--- config.mk ---
export PLATFORM = sky130hd
export DESIGN_NAME = wb_stage
export DESIGN_NICKNAME = d
export VERILOG_FILES = /design/src/rtl/wb_stage.sv
export SDC_FILE = /design/constraint.sdc
export NUM_CORES = 1
export LEC_CHECK = 0
export BUFFER_PORTS_ARGS = -buffer_cell sky130_fd_sc_hd__buf_2
export CELL_PAD_IN_SITES_DETAIL_PLACEMENT = 1
export CELL_PAD_IN_SITES_GLOBAL_PLACEMENT = 2
export CORE_MARGIN = 5
export CORE_UTILIZATION = 33
export DETAILED_ROUTE_END_ITERATION = 7
export PLACE_DENSITY = 0.95
export SLEW_MARGIN = 10
export SYNTH_ARGS = -nofsm -noshare
export SYNTH_HDL_FRONTEND = slang
export SYNTH_SLANG_ARGS = --single-unit
--- constraint.sdc ---
create_clock -name clk -period 3.5 [get_ports clk]
set_input_delay 0.7 -clock clk [delete_from_list [all_inputs] [get_ports clk]]
set_output_delay 0.7 -clock clk [all_outputs]
set_load 0.02 [all_outputs]
--- src/rtl/wb_stage.sv ---
// RV32I writeback stage: MEM/WB pipeline register, load-data alignment and
// extension, writeback mux and a retired-instruction counter. The register
// file write port (reg_write/rd/write_data) is driven combinationally from
// the latched instruction, so the register file samples it one edge later.
module wb_stage #(
    parameter int CNT_W = 32
) (
    input  logic             clk,
    input  logic             reset,
    input  logic             stall,
    input  logic             flush,
    input  logic             in_valid,
    input  logic             in_reg_write,
    input  logic [4:0]       in_rd,
    input  logic [1:0]       in_wb_sel,
    input  logic [31:0]      in_alu_result,
    input  logic [31:0]      in_mem_rdata,
    input  logic [31:0]      in_pc_plus4,
    input  logic [2:0]       in_funct3,
    input  logic [1:0]       in_addr_lo,
    output logic             reg_write,
    output logic [4:0]       rd,
    output logic [31:0]      write_data,
    output logic             wb_valid,
    output logic             misalign_err,
    output logic [CNT_W-1:0] retire_count
);

    typedef struct packed {
        logic        valid;
        logic        reg_write;
        logic [4:0]  rd;
        logic [1:0]  wb_sel;
        logic [31:0] alu_result;
        logic [31:0] mem_rdata;
        logic [31:0] pc_plus4;
        logic [2:0]  funct3;
        logic [1:0]  addr_lo;
    } latch_t;

    localparam logic [1:0] SEL_ALU = 2'b00;
    localparam logic [1:0] SEL_MEM = 2'b01;
    localparam logic [1:0] SEL_PC4 = 2'b10;

    latch_t             latch_reg;
    latch_t             latch_next;
    logic               written_reg;
    logic [CNT_W-1:0]   count_reg;

    logic [7:0]         rdata_bytes [4];
    logic [7:0]         byte_sel;
    logic [15:0]        half_sel;
    logic [31:0]        load_value;
    logic               load_misaligned;
    logic               first_cycle;
    logic               retire;

    // Fresh instruction from the MEM stage, captured when neither flushed nor stalled.
    always_comb begin
        latch_next            = latch_reg;
        latch_next.valid      = in_valid;
        latch_next.reg_write  = in_reg_write;
        latch_next.rd         = in_rd;
        latch_next.wb_sel     = in_wb_sel;
        latch_next.alu_result = in_alu_result;
        latch_next.mem_rdata  = in_mem_rdata;
        latch_next.pc_plus4   = in_pc_plus4;
        latch_next.funct3     = in_funct3;
        latch_next.addr_lo    = in_addr_lo;
    end

    // MEM/WB latch and written flag: reset > flush > stall > load.
    // A bubble zeroes every field so rd/write_data read 0 after reset.
    always_ff @(posedge clk) begin
        if (!reset) begin
            latch_reg   <= '0;
            written_reg <= 1'b0;
        end else if (flush) begin
            latch_reg   <= '0;
            written_reg <= 1'b0;
        end else if (stall) begin
            written_reg <= written_reg | latch_reg.valid;
        end else begin
            latch_reg   <= latch_next;
            written_reg <= 1'b0;
        end
    end

    // Retire counter: one count per instruction on its first cycle unless misaligned.
    always_ff @(posedge clk) begin
        if (!reset) begin
            count_reg <= '0;
        end else if (retire) begin
            count_reg <= count_reg + CNT_W'(1);
        end
    end

    // Byte lanes of the loaded word, indexed by address bits [1:0].
    for (genvar gi = 0; gi < 4; gi++) begin : g_lane
        assign rdata_bytes[gi] = latch_reg.mem_rdata[gi*8 +: 8];
    end

    // Load alignment/extension and misalignment detection.
    always_comb begin
        byte_sel = rdata_bytes[latch_reg.addr_lo];
        half_sel = latch_reg.addr_lo[1] ? latch_reg.mem_rdata[31:16]
                                        : latch_reg.mem_rdata[15:0];
        case (latch_reg.funct3)
            3'b000:  load_value = {{24{byte_sel[7]}}, byte_sel};
            3'b001:  load_value = {{16{half_sel[15]}}, half_sel};
            3'b100:  load_value = {24'h0, byte_sel};
            3'b101:  load_value = {16'h0, half_sel};
            default: load_value = latch_reg.mem_rdata;
        endcase
        case (latch_reg.funct3)
            3'b000, 3'b100: load_misaligned = 1'b0;
            3'b001, 3'b101: load_misaligned = latch_reg.addr_lo[0];
            default:        load_misaligned = (latch_reg.addr_lo != 2'b00);
        endcase
    end

    // Writeback mux and write-port qualification; the write fires only on the
    // first cycle an instruction sits in the latch, even while stalled.
    always_comb begin
        case (latch_reg.wb_sel)
            SEL_ALU: write_data = latch_reg.alu_result;
            SEL_MEM: write_data = load_value;
            SEL_PC4: write_data = latch_reg.pc_plus4;
            default: write_data = 32'h0;
        endcase
        first_cycle  = latch_reg.valid & ~written_reg;
        misalign_err = first_cycle & (latch_reg.wb_sel == SEL_MEM) & load_misaligned;
        reg_write    = first_cycle & latch_reg.reg_write & (latch_reg.rd != 5'd0)
                     & ~misalign_err & (latch_reg.wb_sel != 2'b11);
        retire       = first_cycle & ~misalign_err;
    end

    assign rd           = latch_reg.rd;
    assign wb_valid     = latch_reg.valid;
    assign retire_count = count_reg;

endmodule
==> impl_metrics.ini <==
[status]
status = finished clean

[route]
drt_iter0_drc = 244
firstDrtPassIters = 4
drt-total-wl_um = 22200
wl_per_cell_um = 18.6
ant_nets = 0
vias = 6083
drc = 0
viasPerCell = 5.11

[global_route]
grt_pass1_wl_um = 35100
track_usage_pct = 18.7
antenna_found_initial = 6
first_global_vias = 6384
grt_max_degree = 64
overflow = 0

[setup_path]
r2r_setup_slack_ns = 0.96
arrival_ns = 2.56
timing.rr.start = latch_reg[102]
r2r_cells = 6
cp-start-kind = flip-flop
crit_required_ns = 2.80
rr_endpoint = retire_count[25]
cp_max_fo = 6
cp-end-kind = output pin
crit_type = reg -> out

[pwr]
p_clk_share_pct = 47.4
p_switching_mw = 0.959
power_mw = 3.94
switching_share_pct = 24.4
peakVddDrop_mv = 0.280
p_leak_nw = 3.76
p_seq_share_pct = 43.4
power.density_nw_per_um2 = 463
power.internal_mw = 2.98
comb_power_share_pct = 9.2

[clock_tree]
max-clock-path-buffers = 2
ctsHoldBuffers = 0
cts_setup_buffers = 0
cts_root_buf = clkbuf_16
insertion_delay_ns = 0.42
numCtsBuffers = 17
cts.htree.levels = 4
cts_resized = 0
cts.sinks = 143
clkSlewWorstSetupHoldPaths_ns = 0.06
cts_tree = built

[synthesis]
synthesis.nets = 860
netlist_area_um2 = 6740
netlist_top_cells_area = dfxtp_1, mux2i_1, nor2_1, nand2_1, o211ai_1
synth_ff_type = dfxtp_1
synth.top_cells.by_count = dfxtp_1, mux2i_1, nor2_1
yosys.area_share.simple_pct = 19.1
synth_cells = 745
yosysWarnings = 0
yosysTopAreaCell = dfxtp_1
synth_top_family_by_area = multiplexers
ys_types = 51
synth_xor_area_share_pct = 2.08
synth-compound-area-share_pct = 11.6
synthMuxAreaShare_pct = 19.9
async_flop_share_pct = 0
ys_seq_elements = 143
syn_avg_cell_area_um2 = 9.04
synth-edff-count = 0
synth_most_common_cell = dfxtp_1
synth.top_cell.area_share_pct = 42.5
yosysSeqAreaShare_pct = 42.5
synthAdderAreaFrac_pct = 0.186

[timing]
maxSlewHeadroom_pct = 47.9
rsz0062_at_grt = no
min_period_ns = 3.26
finalHoldViolCount = 0
worst_pin_slew_ns = 0.781
finalSetupTns_ns = 0
setup_violations = 0
skew_ns = 0.0148
max_clock_freq_mhz = 307
drv_slew = 0
fin_crit_sh_pct = 93.1

[floorplan]
fp.dieW_um = 153
die_h_um = 153
ios = 186
rows = 52
dieArea_um2 = 23400
initial_core_util_pct = 33.4
core_um2 = 20200

[final_layout]
nets = 1018
syn2layout_area_growth_pct = 26.1
largest_register_ffs = 104
drive_gt1_share_pct = 26.1
utilization_pct = 42.1

[placed_design]
dp_hpwl_um = 16600
gp_congestion = 0.856
io_buffers = 185

[hold_path]
min_to = latch_reg[96]
worstHoldStart = latch_reg[96]
min_path_cells = 2
hp-class = reg -> reg

[job]
drv_cap = 0
layout make-up:
cell class	count	area, µm²
clock inverter	12	158
fill	2413	11700
timing repair buffer	199	1060
sequential	143	2870
multi-input combinational	529	3570
clock buffer	20	447
inverter	13	48.8
antenna	5	12.5
tap	270	338
power by group through the flow:
| stage | Sequential, mW | Combinational [mW] | Clock, mW |
|---|---|---|---|
| floorplan | 1.73 | 0.232 | 0 |
| global placement | 1.74 | 0.358 | 0 |
| detailed placement | 1.74 | 0.364 | 0 |
| CTS | 1.71 | 0.366 | 1.92 |
| global route | 1.71 | 0.397 | 1.99 |
| finish | 1.71 | 0.363 | 1.87 |
metal layers:
| layer | global-route usage (%) | share of wire, % |
|---|---|---|
| met1 | 23.7 | 44 |
| met5 | 0 | 0.11 |
| met4 | 6.75 | 2.4 |
| met3 | 4.95 | 5.7 |
| met2 | 30.8 | 48 |
worst max path at each step:
stage,from,to,slack [ns],depth (start not counted)
floorplan,latch_reg[0],write_data[16],0.96,6
global placement,latch_reg[0],write_data[23],0.72,5
detailed placement,latch_reg[0],write_data[13],0.67,6
CTS,latch_reg[0],write_data[13],0.21,6
global route,latch_reg[0],write_data[30],0.04,5
finish,latch_reg[0],write_data[13],0.24,6
cell usage in the layout (no fill, tap or decap), types with 6 or more instances in the layout:
master / netlist / layout
o32ai_1: 11 / 11
a221o_1: 6 / 6
mux2i_1: 132 / 132
nor3_1: 9 / 9
nor2b_1: 21 / 21
buf_2: 3 / 184
or3_1: 6 / 6
nor4_1: 9 / 9
o21ai_0: 17 / 17
o22ai_1: 9 / 9
nor2_1: 125 / 125
a21boi_0: 6 / 6
inv_1: 13 / 13
dfxtp_1: 143 / 141
nand2b_1: 10 / 9
xor2_1: 13 / 13
o211ai_1: 19 / 19
a21oi_1: 12 / 12
nand3_1: 12 / 12
and2_1: 17 / 17
clkbuf_16: 0 / 17
a31oi_1: 7 / 7
nand2_1: 43 / 43
buf_4: 6 / 12
cell families (layout without fill, tap and decap cells):
kind of cell / count (synthesis) / in the layout
compound gates: 107 / 107
mux: 133 / 133
fa+ha+maj: 1 / 1
flops: 143 / 143
xor+xnor: 16 / 16
simple gates: 272 / 272
other cells: 0 / 5
buf+inv: 73 / 244
stage by stage:
step,hold WS (ns),cells,setup slack [ns],cell area (µm²)
after floorplan,0.455,745,0.961,6740
final,0.494,1191,0.243,8500
after global routing,0.498,1190,0.0377,8500
after global placement,0.467,1154,0.718,7880
after CTS,0.499,1186,0.209,8490
after detailed placement,0.480,1154,0.669,7880
worst max-delay path: stages, from the launching register on:
cell and delay, ns:
dfxtp_1 0.47, mux4_2 0.60, and3_1 0.26, nor2_1 0.29
a221o_1 0.21, o21ai_0 0.13, buf_2 0.20
Power figures use the tool's default switching activity.
